**src/rtl/reg_scoreboard_pkg.sv**
```systemverilog
// Shared CPU register-file constants and helpers used by the issue scoreboard.
package reg_scoreboard_pkg;

  localparam int REG_ADDR_W = 5;
  localparam int NUM_REGS   = 32;
  localparam int CNT_W      = 3;

  function automatic logic [NUM_REGS-1:0] reg_onehot(input logic [REG_ADDR_W-1:0] idx);
    reg_onehot = {{(NUM_REGS-1){1'b0}}, 1'b1} << idx;
  endfunction

endpackage

```
**src/rtl/reg_scoreboard.sv**
```systemverilog
// Register scoreboard: tracks long-latency destination writes and stalls
// decode on RAW/WAW hazards or when too many long writes are in flight.
module reg_scoreboard
  import reg_scoreboard_pkg::*;
#(
  parameter int MAX_OUTSTANDING = 4
) (
  input  logic                  clk_i,
  input  logic                  rst_i,
  input  logic                  issue_valid_i,
  input  logic [REG_ADDR_W-1:0] issue_rs1_i,
  input  logic [REG_ADDR_W-1:0] issue_rs2_i,
  input  logic                  issue_use_rs1_i,
  input  logic                  issue_use_rs2_i,
  input  logic [REG_ADDR_W-1:0] issue_rd_i,
  input  logic                  issue_long_i,
  input  logic                  flush_i,
  input  logic                  wb_valid_i,
  input  logic [REG_ADDR_W-1:0] wb_rd_i,
  output logic                  stall_o,
  output logic [NUM_REGS-1:0]   pending_o,
  output logic [CNT_W-1:0]      outstanding_o,
  output logic                  err_o
);

  localparam logic [CNT_W:0]      MAX_CNT  = (CNT_W+1)'(MAX_OUTSTANDING);
  localparam logic [CNT_W-1:0]    CNT_TOP  = {CNT_W{1'b1}};
  localparam logic [CNT_W-1:0]    CNT_ZERO = {CNT_W{1'b0}};
  localparam logic [REG_ADDR_W-1:0] REG_X0 = {REG_ADDR_W{1'b0}};

  logic [NUM_REGS-1:0] pending_r;
  logic [CNT_W-1:0]    outstanding_r;
  logic                err_r;

  logic [NUM_REGS-1:0] eff_pend_s;
  logic [CNT_W:0]      cnt_less_wb_s;
  logic                raw_s;
  logic                waw_s;
  logic                full_s;
  logic                stall_s;
  logic                accept_s;
  logic                retire_s;
  logic                wb_bad_s;
  logic [NUM_REGS-1:0] pending_nxt_s;
  logic [CNT_W-1:0]    outstanding_nxt_s;
  logic                err_nxt_s;

  // Hazard detection; a same-cycle retire is masked out so it unblocks at once.
  always_comb begin
    eff_pend_s    = pending_r;
    cnt_less_wb_s = {1'b0, outstanding_r};
    raw_s         = 1'b0;
    waw_s         = 1'b0;
    full_s        = 1'b0;
    stall_s       = 1'b0;
    if (wb_valid_i) begin
      eff_pend_s    = pending_r & ~reg_onehot(wb_rd_i);
      cnt_less_wb_s = {1'b0, outstanding_r} - {{CNT_W{1'b0}}, 1'b1};
    end else begin
      eff_pend_s    = pending_r;
      cnt_less_wb_s = {1'b0, outstanding_r};
    end
    raw_s = (issue_use_rs1_i & eff_pend_s[issue_rs1_i]) |
            (issue_use_rs2_i & eff_pend_s[issue_rs2_i]);
    waw_s = issue_long_i & eff_pend_s[issue_rd_i];
    // x0 never occupies a slot, so it cannot be held back by the limit
    full_s = issue_long_i & (issue_rd_i != REG_X0) & (cnt_less_wb_s >= MAX_CNT);
    if (issue_valid_i && !flush_i) begin
      stall_s = raw_s | waw_s | full_s;
    end else begin
      stall_s = 1'b0;
    end
  end

  // Next-state: set wins over clear on the same register; count saturates.
  always_comb begin
    accept_s          = 1'b0;
    retire_s          = 1'b0;
    wb_bad_s          = 1'b0;
    pending_nxt_s     = pending_r;
    outstanding_nxt_s = outstanding_r;
    err_nxt_s         = err_r;
    accept_s = issue_valid_i & ~flush_i & ~stall_s & issue_long_i & (issue_rd_i != REG_X0);
    retire_s = wb_valid_i & pending_r[wb_rd_i];
    wb_bad_s = wb_valid_i & (~pending_r[wb_rd_i] | (wb_rd_i == REG_X0));
    if (retire_s) begin
      pending_nxt_s = pending_nxt_s & ~reg_onehot(wb_rd_i);
    end else begin
      pending_nxt_s = pending_r;
    end
    if (accept_s) begin
      pending_nxt_s = pending_nxt_s | reg_onehot(issue_rd_i);
    end else begin
      pending_nxt_s = pending_nxt_s;
    end
    pending_nxt_s[0] = 1'b0;
    case ({accept_s, retire_s})
      2'b10: begin
        if (outstanding_r != CNT_TOP) begin
          outstanding_nxt_s = outstanding_r + {{(CNT_W-1){1'b0}}, 1'b1};
        end else begin
          outstanding_nxt_s = outstanding_r;
        end
      end
      2'b01: begin
        if (outstanding_r != CNT_ZERO) begin
          outstanding_nxt_s = outstanding_r - {{(CNT_W-1){1'b0}}, 1'b1};
        end else begin
          outstanding_nxt_s = outstanding_r;
        end
      end
      default: outstanding_nxt_s = outstanding_r;
    endcase
    if (wb_bad_s) begin
      err_nxt_s = 1'b1;
    end else begin
      err_nxt_s = err_r;
    end
  end

  // State registers; reset discards every in-flight entry.
  always_ff @(posedge clk_i or posedge rst_i) begin
    if (rst_i) begin
      pending_r     <= {NUM_REGS{1'b0}};
      outstanding_r <= CNT_ZERO;
      err_r         <= 1'b0;
    end else begin
      pending_r     <= pending_nxt_s;
      outstanding_r <= outstanding_nxt_s;
      err_r         <= err_nxt_s;
    end
  end

  assign stall_o       = stall_s;
  assign pending_o     = pending_r;
  assign outstanding_o = outstanding_r;
  assign err_o         = err_r;

endmodule

```
**config.mk**
```make
export PLATFORM = sky130hd
export DESIGN_NAME = reg_scoreboard
export DESIGN_NICKNAME = d
export VERILOG_FILES = /design/src/rtl/reg_scoreboard_pkg.sv /design/src/rtl/reg_scoreboard.sv
export SDC_FILE = /design/constraint.sdc
export NUM_CORES = 1
export LEC_CHECK = 0
export ABC_AREA = 1
export ABC_CLOCK_PERIOD_IN_PS = 4600
export CORE_MARGIN = 3
export CORE_UTILIZATION = 30
export CTS_BUF_LIST = sky130_fd_sc_hd__clkbuf_4 sky130_fd_sc_hd__clkbuf_8
export DETAILED_ROUTE_END_ITERATION = 8
export HOLD_SLACK_MARGIN = 0.08
export PLACE_DENSITY = 0.6
export SLEW_MARGIN = 5
export SYNTH_ARGS = -nofsm -noshare
export SYNTH_HDL_FRONTEND = slang
export SYNTH_SLANG_ARGS = --single-unit
export TNS_END_PERCENT = 50
```
**constraint.sdc**
```tcl
create_clock -name clk_i -period 4.6 [get_ports clk_i]
set_clock_uncertainty 0.1 [all_clocks]
set_input_delay 0.92 -clock clk_i [delete_from_list [all_inputs] [get_ports clk_i]]
set_output_delay 0.92 -clock clk_i [all_outputs]
set_load 0.02 [all_outputs]
```
# After elaboration in Yosys (flattened, before gate mapping)
# Cells that the tools add are included.
# op_classes
addsub	3
magnitude_cmp	5
eq_ne	5
shifts	2
muxes	16
bitwise	21
reduce_logical	7
# op_table
operator	count
$mux 32	3
$shl 1x5->32 const A	2
$and 32x32->32	1
$not 32->32	1
$or 32x32->32	1
$lt 5x6->1 const B	4
$bmux 1 s5	4
$and 1x1->1	11
$mux 3	2
$pmux 3 s2	1
$logic_not 5->1	1
$mux 1	5
$reduce_bool 5->1	1
$ge 4x3->1 const B	1
$mux 4	1
$ne 2x2->1 const B	2
$or 1x1->1	4
$sub 3x1->4 const B	1
$add 3x1->3 const B	1
$ne 3x3->1 const B	1
$not 1->1	3
$reduce_and 3->1	1
$reduce_bool 3->1	1
$sub 3x1->3 const B	1
5 further kinds	5
# word_totals
register_bits	35
inputBits	28
output_inout_bits	37
word_cells	62

# Longest topological paths before layout
# depth
depth_word	18
ltp_mapped	25
depth_no_buf	25

# Worst setup path before layout
# No wires, ideal clock.
# synth_timing
path_kind	input port to output port
from	in wb_rd_i[3]
to	out stall_o
t_arrival_ns	2.629
required_ns	3.580
slack_ns	0.951
stages	15
path_buffers	2
cell_sequence	buf_4 inv_1 buf_2 nor2_1 nand2_1 nand2_1 a21oi_1 nand2_1 nand2_1 nand2_1 nand3_1 nand3_1 nand2_1 nor2_2 a211oi_1
# synth_between
elab_chain_len	11
word_cells_on_any_way	17
cone_classes	shift: 1; mux: 8; bitwise: 8
# synth_rtl
item	line	rtl
start: declaration	reg_scoreboard.sv:19	input logic [REG_ADDR_W-1:0] wb_rd_i,
$shl 1x5->32 (*)	reg_scoreboard_pkg.sv:9	reg_onehot = {{(NUM_REGS-1){1'b0}}, 1'b1} << idx;
$not 32->32 (*)	reg_scoreboard.sv:57	eff_pend_s = pending_r & ~reg_onehot(wb_rd_i);
$and 32x32->32 (*)	reg_scoreboard.sv:57	
$mux 32 (*)	reg_scoreboard.sv:56	if (wb_valid_i) begin
$bmux 1 s5, on equally long branches	reg_scoreboard.sv:63, reg_scoreboard.sv:64	
$mux 1, on equally long branches	reg_scoreboard.sv:63, reg_scoreboard.sv:64	
$and 1x1->1, on equally long branches	reg_scoreboard.sv:63, reg_scoreboard.sv:64	
$or 1x1->1	reg_scoreboard.sv:63	raw_s = (issue_use_rs1_i & eff_pend_s[issue_rs1_i]) |
$or 1x1->1 (*) (2 in series)	reg_scoreboard.sv:69	stall_s = raw_s | waw_s | full_s;
$mux 1 (*)	reg_scoreboard.sv:68	if (issue_valid_i && !flush_i) begin
end: declaration	reg_scoreboard.sv:20	output logic stall_o,
# Mark *: on every way between the ends. The rest lies on a longest branch, timed or not. The select of a mux whose other input is x is not followed.

# Worst setup path in the final report
# layout_timing
from	in wb_valid_i
to	out stall_o
# layout_between
elab_chain_len	8
word_cells_on_any_way	17
cone_classes	order compare: 1; mux: 9; bitwise: 7
# layout_rtl
item	line	rtl
start: declaration	reg_scoreboard.sv:18	input logic wb_valid_i,
$mux 32	reg_scoreboard.sv:56	
$bmux 1 s5, on equally long branches	reg_scoreboard.sv:63, reg_scoreboard.sv:64	
$mux 1, on equally long branches	reg_scoreboard.sv:63, reg_scoreboard.sv:64	
$and 1x1->1, on equally long branches	reg_scoreboard.sv:63, reg_scoreboard.sv:64	
$or 1x1->1	reg_scoreboard.sv:63	
$or 1x1->1	reg_scoreboard.sv:69	
$or 1x1->1 (*)	reg_scoreboard.sv:69	
$mux 1 (*)	reg_scoreboard.sv:68	
# Marked as above.

==> flow_summary.ini <==
[timing]
setup_viol = 0
finalCritPeriodShare = 0.948
max_freq_ghz = 0.229
rsz0062_at_grt = false
slew_headroom = 0.218
tightest_slew_ns = 1.17
fin_crit_ns = 4.36
hold_viol = 0
slew_violations = 0

[worst_setup_path]
worstPathArrival_ns = 3.34
reg2reg_to = outstanding_o[2]
critPathMaxFanout = 7
cp-endpoint = stall_o
critPathKind = input pin to primary output
startpoint_type = input pin
crit_path_start = wb_valid_i
r2r_setup_slack_ns = 1.83
end_kind = primary output
ff2ff_path_depth = 20
r2r_start = pending_o[11]
critPathRequiredTime_ns = 3.58

[clock_tree]
insertion_delay_ns = 0.29
cts.root.buffer_cell = clkbuf_8
path_clk_slew_ns = 0.07
clock-sinks = 35
cts_buffers = 5
cts_buffer_depth = 2
cts_max_level = 2
holdBufCountCts = 0
cts_tree = done

[global_route]
grtUsageMet3 = 0.0288
met1_usage = 0.371
grt_overflow = 0
antenna_found_initial = 0
top_usage_layer = met2
grt_pass1_wl_um = 22400
grt_max_degree = 34
grt_pass1_vias = 3929
gr-usage-met2 = 0.377
grt.total_usage = 0.248

[synthesis]
yosysMostFrequentCell = nand2_1
synthArstFlopShare = 1.00
yosysTopAreaCellShare = 0.282
synth_top_cells_by_count = 115 x nand2_1, 108 x nand3_1, 36 x nand4_1, 35 x dfrtp_1, 30 x inv_1
yosysWarnings = 0
synth_fp_nets = 518
yosys.area.top_type = dfrtp_1
synth-edff-count = 0
synth_cell_type_count = 34
syn_inst = 489
synthFlopType = dfrtp_1
synth_seq_cells = 35
ys_seq_area_frac = 0.282
ys_top_cells_by_area = dfrtp_1 28%, nand3_1 17%, nand2_1 14%
syn_area_per_cell_um2 = 6.35
synth_area_um2 = 3100

[die]
fp.dieArea_um2 = 11600
ios = 65
start_util = 0.313
fp.dieW_um = 108
row_count = 36
core_area_um2 = 9910
die_y_um = 108

[pwr]
p_total_mw = 1.10
peakVddDrop_uv = 87.8
power.density_nw_per_um2 = 257
p_leak_nw = 1.79

[job]
cap_viol_max_count = 0

[detailed_routing]
drt_pass1_iterations = 5
detail_route.vias_per_cell = 5.83
drt_iter0_drc = 423
drc = 0
totalWireLength_um = 14400
ant_nets = 0
vias = 4189
wl_per_cell_um = 20.0

[placed_design]
place_hpwl_um = 10900
dp.cells = 708
place_congestion = 0.978
place.port_buffers = 63

[hold_path]
hold_class = register to register

[finish]
fin_cells = 718
final_nets = 615
layout-drive-gt1-share = 0.133
area_growth_pct = 37.9
num_antenna_cells = 0

[run_status]
status = complete, no violations
[timing repair]
item / in CTS / in global routing
endpoints found under the hold margin: 0 / 0
resized for setup: 2 / 4
buffers inserted: 0 / 4
cloned: 0 / 0
pin swaps: 0 / 1
setup endpoints to repair: 1 / 1
[layout by cell type (no fill, tap or decap), types with 9 or more instances in the layout]
master	instances
o211ai_1	18
nand4_1	36
a22oi_1	9
dfrtp_1	35
nand3_1	108
o21ai_1	18
nand2_1	115
buf_4	56
a21oi_1	14
nor2_1	24
inv_1	30
clkdlybuf4s50_1	62
o21ai_0	16
[state kept, by name, indices dropped and copies added, names as in the netlist]
register and cells:
pending_o 31, outstanding_o 3, err_o 1
[layer usage]
layer  vias to the layer above  part of all wire
met1                      1976              0.43
li1                       1902                 -
met4                         0             0.021
met2                       284              0.45
met3                        27              0.10
met5                         -                 0
[worst max-delay path: stages]
cell             delay (ns)
clkdlybuf4s50_1        0.49
inv_2                  0.14
nor2_4                 0.06
buf_2                  0.18
a21oi_1                0.44
nor2_1                 0.08
nor2_1                 0.11
nand2_1                0.05
nand2_1                0.06
nand2_1                0.05
nand3_1                0.10
nand3_1                0.09
nand2_1                0.08
nor2_2                 0.05
a211oi_1               0.22
clkbuf_2               0.21
[worst min-delay path by stage]
stage / depth (start not counted) / slack (ns) / endpoint / start
after floorplan: 1 / 0.47 / err_o / err_o
after global placement: 1 / 0.34 / err_o / err_o
after detailed placement: 1 / 0.35 / err_o / err_o
after CTS: 1 / 0.37 / err_o / err_o
after global routing: 1 / 0.40 / err_o / err_o
final: 1 / 0.37 / err_o / err_o
[cells by family after synthesis]
kind of cell    count (synthesis)  share of synthesized area
compound gates                 87                      0.173
xor+xnor                        2                    0.00565
fa+ha+maj                       1                    0.00403
buf+inv                        67                     0.0907
flops                          35                      0.282
other cells                     1                    0.00121
simple gates                  296                      0.444
[where the power goes]
| part | leakage [nW] | total (mW) | internal [mW] | switching [mW] |
|---|---|---|---|---|
| Clock | 0.0406 | 0.213 | 0.107 | 0.107 |
| Sequential | 0.468 | 0.400 | 0.346 | 0.0538 |
| Combinational | 1.28 | 0.486 | 0.199 | 0.287 |
| Total | 1.79 | 1.10 | 0.652 | 0.447 |
[through the flow]
| stage | hold slack, ns | area [µm²] | setup slack (ns) | utilization | setup TNS (ns) |
|---|---|---|---|---|---|
| after CTS | 0.372 | 4250 | 0.155 | 0.429 | 0 |
| after global placement | 0.345 | 4170 | -0.186 | 0.421 | -0.186 |
| final | 0.368 | 4280 | 0.241 | 0.432 | 0 |
| after global routing | 0.397 | 4280 | 0.0483 | 0.432 | 0 |
| after floorplan | 0.465 | 3100 | 0.951 | - | 0 |
| after detailed placement | 0.352 | 4170 | -0.119 | 0.421 | -0.119 |
[area by class of cell]
class | instances | area (µm²)
clock buffers | 6 | 76.3
fillers | 1071 | 5630
inverters | 36 | 135
multi-input cells | 387 | 1950
flip-flops and latches | 35 | 876
well taps | 133 | 166
repair buffers | 121 | 1070
No activity file was read; power rests on OpenSTA's default activity.
